--- src/rtl/calc1_port_driver.sv ---
// calc1_port_driver: accepts one operation over a valid/ready handshake,
// plays it into calc1 as a command cycle followed by an operand-2 cycle,
// waits for calc1's answer (or gives up after TIMEOUT cycles) and presents
// the result over a valid/ready response handshake.
module calc1_port_driver #(
  parameter int TIMEOUT = 64,
  parameter int GAP     = 0
) (
  input  logic        c_clk,
  input  logic        reset,
  input  logic        req_valid,
  output logic        req_ready,
  input  logic [0:3]  req_cmd,
  input  logic [0:31] req_op1,
  input  logic [0:31] req_op2,
  output logic [0:3]  cmd_in,
  output logic [0:31] data_in,
  input  logic [0:1]  out_resp,
  input  logic [0:31] out_data,
  output logic        rsp_valid,
  input  logic        rsp_ready,
  output logic [0:1]  rsp_resp,
  output logic [0:31] rsp_data,
  output logic        rsp_timeout,
  output logic [15:0] txn_count,
  output logic [7:0]  timeout_count
);

  localparam int WAIT_W = $clog2(TIMEOUT);
  localparam int GAP_W  = (GAP > 1) ? $clog2(GAP) : 1;
  localparam logic [WAIT_W-1:0] WAIT_LAST = WAIT_W'(TIMEOUT - 1);
  localparam logic [GAP_W-1:0]  GAP_LAST  = GAP_W'(GAP - 1);

  typedef enum logic [2:0] {
    S_IDLE,
    S_CMD,
    S_OP2,
    S_WAIT,
    S_DONE,
    S_GAP
  } state_t;

  state_t state;
  state_t next_state;

  // cmd and op1 are captured straight into cmd_in/data_in on the accept
  // edge, so only op2 needs its own holding register
  logic [0:31]       op2_hold;
  logic [WAIT_W-1:0] wait_cnt;
  logic [GAP_W-1:0]  gap_cnt;
  logic              got_resp;
  logic              timed_out;

  // next-state decode; a timeout only fires when calc1 stayed silent on the last counted cycle
  always_comb begin
    next_state = state;
    got_resp   = (out_resp != 2'b00);
    timed_out  = 1'b0;
    case (state)
      S_IDLE: begin
        if (req_valid) next_state = S_CMD;
      end
      S_CMD:  next_state = S_OP2;
      S_OP2:  next_state = S_WAIT;
      S_WAIT: begin
        if (got_resp) begin
          next_state = S_DONE;
        end else if (wait_cnt == WAIT_LAST) begin
          next_state = S_DONE;
          timed_out  = 1'b1;
        end
      end
      S_DONE: begin
        if (rsp_ready) next_state = (GAP > 0) ? S_GAP : S_IDLE;
      end
      S_GAP: begin
        if (gap_cnt == GAP_LAST) next_state = S_IDLE;
      end
      default: next_state = S_IDLE;
    endcase
  end

  // state register plus handshake flags registered from the upcoming state
  always_ff @(posedge c_clk or posedge reset) begin
    if (reset) begin
      state     <= S_IDLE;
      req_ready <= 1'b1;
      rsp_valid <= 1'b0;
    end else begin
      state     <= next_state;
      req_ready <= (next_state == S_IDLE);
      rsp_valid <= (next_state == S_DONE);
    end
  end

  // calc1 input drive: command+op1 in the CMD cycle, op2 in the OP2 cycle, zero otherwise
  always_ff @(posedge c_clk or posedge reset) begin
    if (reset) begin
      cmd_in   <= '0;
      data_in  <= '0;
      op2_hold <= '0;
    end else begin
      cmd_in  <= '0;
      data_in <= '0;
      if (state == S_IDLE && next_state == S_CMD) begin
        cmd_in   <= req_cmd;
        data_in  <= req_op1;
        op2_hold <= req_op2;
      end else if (next_state == S_OP2) begin
        data_in <= op2_hold;
      end
    end
  end

  // wait and gap counters, each cleared in the state just before it is used
  always_ff @(posedge c_clk or posedge reset) begin
    if (reset) begin
      wait_cnt <= '0;
      gap_cnt  <= '0;
    end else begin
      if (state == S_OP2) begin
        wait_cnt <= '0;
      end else if (state == S_WAIT) begin
        wait_cnt <= wait_cnt + 1'b1;
      end
      if (state == S_DONE) begin
        gap_cnt <= '0;
      end else if (state == S_GAP) begin
        gap_cnt <= gap_cnt + 1'b1;
      end
    end
  end

  // response capture when leaving WAIT; held untouched through DONE regardless of out_resp
  always_ff @(posedge c_clk or posedge reset) begin
    if (reset) begin
      rsp_resp    <= '0;
      rsp_data    <= '0;
      rsp_timeout <= 1'b0;
    end else if (state == S_WAIT && next_state == S_DONE) begin
      rsp_resp    <= timed_out ? 2'b00 : out_resp;
      rsp_data    <= timed_out ? 32'h0 : out_data;
      rsp_timeout <= timed_out;
    end
  end

  // statistics: transactions wrap, timeouts saturate
  always_ff @(posedge c_clk or posedge reset) begin
    if (reset) begin
      txn_count     <= '0;
      timeout_count <= '0;
    end else if (state == S_DONE && rsp_ready) begin
      txn_count <= txn_count + 16'd1;
      if (rsp_timeout && timeout_count != 8'hFF) begin
        timeout_count <= timeout_count + 8'd1;
      end
    end
  end

endmodule

--- config.mk ---
export PLATFORM = sky130hd
export DESIGN_NAME = calc1_port_driver
export DESIGN_NICKNAME = d
export VERILOG_FILES = /design/src/rtl/calc1_port_driver.sv
export SDC_FILE = /design/constraint.sdc
export NUM_CORES = 1
export LEC_CHECK = 0
export CAP_MARGIN = 10
export CELL_PAD_IN_SITES_DETAIL_PLACEMENT = 1
export CELL_PAD_IN_SITES_GLOBAL_PLACEMENT = 2
export CORE_AREA = 2 2 136 138
export CTS_CLUSTER_SIZE = 40
export DETAILED_ROUTE_END_ITERATION = 8
export DIE_AREA = 0 0 138 140
export PLACE_DENSITY = 0.82
export RECOVER_POWER = 100
export SYNTH_ARGS = -nofsm -noshare
export SYNTH_HDL_FRONTEND = slang
export SYNTH_SLANG_ARGS = --single-unit
--- constraint.sdc ---
create_clock -name c_clk -period 12.5 [get_ports c_clk]
set_input_delay 1.875 -clock c_clk [delete_from_list [all_inputs] [get_ports c_clk]]
set_output_delay 1.875 -clock c_clk [all_outputs]
set_load 0.005 [all_outputs]
==> impl_table.tex <==
\begin{tabular}{lr}
\hline
Metric & Value \\
\hline
\multicolumn{2}{l}{\textbf{GRT}} \\
\quad Antenna violations before repair & 0 \\
\quad Global-route wire length before repair & approximately 24000 um \\
\quad Via count of the first global-routing pass & 4422 \\
\quad Remaining global-route overflow & 0 \\
\quad GRT Resource Usage Total & between 15 and 20\% \\
\quad Largest net degree at the start of global routing & approximately 70 \\
\multicolumn{2}{l}{\textbf{Die}} \\
\quad Ports placed on the boundary & about 200 \\
\quad Core region area & 0.0178 mm2 \\
\quad Chip height & 140 um \\
\quad Starting Density & 30.5\% \\
\quad Overall die area & 0.0193 mm2 \\
\quad Horiz. Die Dim & 138 um \\
\quad Number of core rows & 49 \\
\multicolumn{2}{l}{\textbf{Critical path}} \\
\quad Slack of the worst reg-to-reg path & 8.81 ns \\
\quad Worst R2R Path Depth & 3 \\
\quad Worst EP required & around 13 ns \\
\quad Worst Path Arrival & 5.40 ns \\
\quad Endpoint of the lowest-slack register-to-register path & op2\_hold[23] \\
\quad Critical path fanouts, max & 68 \\
\quad CP Capture Point & op2\_hold[23] \\
\quad Critical path capture point type & flip-flop \\
\quad Worst Path Class, Setup & input port to flip-flop \\
\quad Startpoint of the worst-slack reg-to-reg timing path & state[2] \\
\quad Startpoint types & input port \\
\quad Critical path startpoint & req\_valid \\
\multicolumn{2}{l}{\textbf{Yosys}} \\
\quad Post-Syn Area & approximately 0.0054 mm2 \\
\quad Average cell area after synthesis & 13.8 um2 \\
\quad Yosys cell types & 42 \\
\quad Flip-flop cell with the highest count after synthesis & sky130\_fd\_sc\_hd\_\_dfrtp\_1 \\
\quad FFs w/ async S/R, synth & 100\% \\
\quad Count of state elements after synthesis & approximately 140 \\
\quad Yosys synthesis warning count & 0 \\
\quad Post-Syn Nets & 503 \\
\quad Top post-synthesis cells by area & sky130\_fd\_sc\_hd\_\_dfrtp\_1 64\%, sky130\_fd\_sc\_hd\_\_a22o\_1 11\%, sky130\_fd\_sc\_hd\_\_mux2\_2 7.3\%, sky130\_fd\_sc\_hd\_\_xnor2\_1 1.6\%, sky130\_fd\_sc\_hd\_\_nand2\_1 1.6\% \\
\quad Count of flip-flops with a built-in enable after synthesis & 0 \\
\quad Cell accounting for the most synthesized area & sky130\_fd\_sc\_hd\_\_dfrtp\_1 \\
\quad Share of synthesized area occupied by flip-flops and latches & 64.2\% \\
\quad Number of cells produced by synthesis & $\sim$400 \\
\quad Area fraction of the dominant cell type after synthesis & 63.7\% \\
\multicolumn{2}{l}{\textbf{STA}} \\
\quad Setup Viol. Count Final & 0 \\
\quad Sum of negative setup slack & 0 ns \\
\quad Setup repair after global routing missed its margin & no \\
\quad Pin slew with the least headroom to its limit & 3.05 ns \\
\quad Max-slew violation count & about 170 \\
\quad Layout Skew & around 0.012 ns \\
\quad Final worst path period share & 40.9\% \\
\quad Max-slew headroom & -104\% \\
\quad Peak Freq & 195 MHz \\
\quad Count of endpoints failing hold in the final timing report & 0 \\
\quad Post-layout minimum cycle time & around 5.1 ns \\
\multicolumn{2}{l}{\textbf{Clocking}} \\
\quad Insertion delay to the later sink of the worst-skew pair & roughly 0.42 ns \\
\quad Clock tree root buffer cell & sky130\_fd\_sc\_hd\_\_clkbuf\_16 \\
\quad Post-cts hold buffer count & 0 \\
\quad Sinks on Clock Net & 139 \\
\quad Clk pin slew, worst setup/hold paths & 0.06 ns \\
\quad Post-cts sizing count & 0 \\
\quad Num CTS Buffers & 17 \\
\quad CTS tree & built \\
\quad Number of levels the H-tree was split into & 4 \\
\quad Clock Tree Buf Depth & 2 \\
\quad Setup repair bufs after CTS & 0 \\
\multicolumn{2}{l}{\textbf{Outcome}} \\
\quad Violations in the final reports & capacitance limit, slew limit \\
\quad Outcome & complete, but fails checks \\
\multicolumn{2}{l}{\textbf{Placement}} \\
\quad HPWL Detailed & around 10000 um \\
\quad I/O Buffers & 202 \\
\quad Placer Congestion & $\sim$0.74 \\
\quad Area post-placement & 0.00767 mm2 \\
\multicolumn{2}{l}{\textbf{Power}} \\
\quad Leakage dissipation & approximately 3.8 nW \\
\quad Total power of the final layout & 1.77 mW \\
\quad Worst vdd ir & 0.102 mV \\
\quad Areal power density over the cells & 216 mW/mm2 \\
\multicolumn{2}{l}{\textbf{Routing}} \\
\quad DRC errors left & 0 \\
\quad Iter 0 DRT Violations & 159 \\
\quad Via density per instance & 4.83 \\
\quad Detailed-routing iteration count for the pre-antenna-repair pass & 4 \\
\quad Total via count after detailed routing & 4064 \\
\quad Wire length after detailed routing & 14700 um \\
\quad Number of nets with antenna violations after routing & 0 \\
\quad Average routed wire per standard cell & roughly 17 um \\
\multicolumn{2}{l}{\textbf{Finish}} \\
\quad Utilization after layout & 46.1\% \\
\quad P\&R area growth vs syn & 51.3\% \\
\quad Diodes inserted & 0 \\
\quad Design area & 0.00820 mm2 \\
\quad Filler cell count & 1825 \\
\quad Number of nets in the final layout & 708 \\
\quad Fraction of final layout cells with drive strength greater than 1 & 12.3\% \\
\multicolumn{2}{l}{\textbf{Job}} \\
\quad Number of violations of the max-capacitance limit & 3 \\
\multicolumn{2}{l}{\textbf{Min path}} \\
\quad Path type of the worst min-delay path & flip-flop to flip-flop \\
\quad Critical hold path startpoint & op2\_hold[27] \\
\quad Worst Hold Path Cells & 1 \\
\hline
\end{tabular}
==> state kept, by name (all words and copies together) (netlist names) <==
signal	flops
data_in	32
op2_hold	32
rsp_data	32
txn_count	16
timeout_count	8
wait_cnt	6
cmd_in	4
state	3
rsp_resp	2
gap_cnt	1
req_ready	1
rsp_timeout	1
rsp_valid	1
==> metal layers <==
layer,vias up,share of wire (%),track usage [%]
met5,-,0,0
met4,0,1.6,5.85
met3,15,8.8,7.04
met2,143,50,25.9
met1,2053,40,17.6
li1,1853,-,-
==> Yosys cell counts, drive strengths merged, types with 2 or more instances <==
master,count
and4,3
nor2,12
a22o,66
mux2,36
o21ai,13
nand2,24
nand4,7
dfrtp,138
xnor2,11
a211o,2
and2,6
and3,5
ha,3
a31oi,2
xor2,7
clkbuf,4
a21oi,5
nand3,7
inv,3
buf,16
mux2i,2
nand2b,5
or2,2
nor3,5
==> worst max-delay path, cell delays in order <==
cell and delay, ns:
sky130_fd_sc_hd__dlygate4sd3_1 0.59, sky130_fd_sc_hd__nor4b_1 0.23, sky130_fd_sc_hd__clkbuf_1 2.18, sky130_fd_sc_hd__mux2_2 0.49
==> placed cells by master (no fill, tap or decap), types with 3 or more instances in the layout <==
| cell | instances |
|---|---|
| sky130_fd_sc_hd__a21oi_1 | 5 |
| sky130_fd_sc_hd__a22o_1 | 66 |
| sky130_fd_sc_hd__and2_1 | 4 |
| sky130_fd_sc_hd__and3_1 | 5 |
| sky130_fd_sc_hd__and4_1 | 3 |
| sky130_fd_sc_hd__clkbuf_16 | 17 |
| sky130_fd_sc_hd__clkdlybuf4s50_1 | 100 |
| sky130_fd_sc_hd__clkinv_2 | 5 |
| sky130_fd_sc_hd__clkinv_4 | 3 |
| sky130_fd_sc_hd__dfrtp_1 | 138 |
| sky130_fd_sc_hd__dlygate4sd3_1 | 102 |
| sky130_fd_sc_hd__ha_1 | 3 |
| sky130_fd_sc_hd__mux2_2 | 35 |
| sky130_fd_sc_hd__nand2_1 | 24 |
| sky130_fd_sc_hd__nand2b_1 | 5 |
| sky130_fd_sc_hd__nand3_1 | 7 |
| sky130_fd_sc_hd__nand4_1 | 7 |
| sky130_fd_sc_hd__nor2_1 | 11 |
| sky130_fd_sc_hd__nor3_1 | 4 |
| sky130_fd_sc_hd__o21ai_0 | 13 |
| sky130_fd_sc_hd__xnor2_1 | 10 |
| sky130_fd_sc_hd__xor2_1 | 7 |
==> final cells by class <==
class	instances	area, um2	area share [%]
clock buffer	18	439	5.35
clock inverter	14	144	1.75
inverter	3	12.5	0.153
multi-input combinational	232	1800	21.9
sequential	139	3480	42.4
tap	229	287	3.49
timing repair buffer	206	2040	24.9
==> metrics by stage <==
step                      hold WS, ns  setup slack, ns  cells
after global placement          0.474             8.71    809
after global routing            0.505             6.99    841
after floorplan                 0.455             6.90    394
after CTS                       0.490             9.13    841
after detailed placement        0.478             8.67    809
final                           0.485             7.38    841
==> logic make-up after synthesis <==
group / Yosys count / synth area share [%]
adder cells (fa/ha/maj): 3 / 0.692
multiplexers: 38 / 7.84
flip-flops: 139 / 64.2
AO/OA/AOI/OAI: 93 / 13.6
buffers and inverters: 23 / 1.98
AND/OR/NAND/NOR: 80 / 8.63
XOR/XNOR: 18 / 3.05
==> worst min-delay path by stage <==
stage / slack [ns] / to
after floorplan: 0.46 / gap_cnt
after global placement: 0.47 / data_in[5]
after detailed placement: 0.48 / data_in[13]
after CTS: 0.49 / data_in[27]
after global routing: 0.50 / data_in[2]
final: 0.49 / data_in[27]
==> power breakdown <==
| part | total [mW] | switching [mW] | internal [mW] |
|---|---|---|---|
| Sequential | 0.722 | 0.100 | 0.622 |
| Combinational | 0.558 | 0.223 | 0.335 |
| Clock | 0.494 | 0.195 | 0.299 |
| Total | 1.77 | 0.519 | 1.26 |
Power figures use the tool's default switching activity.
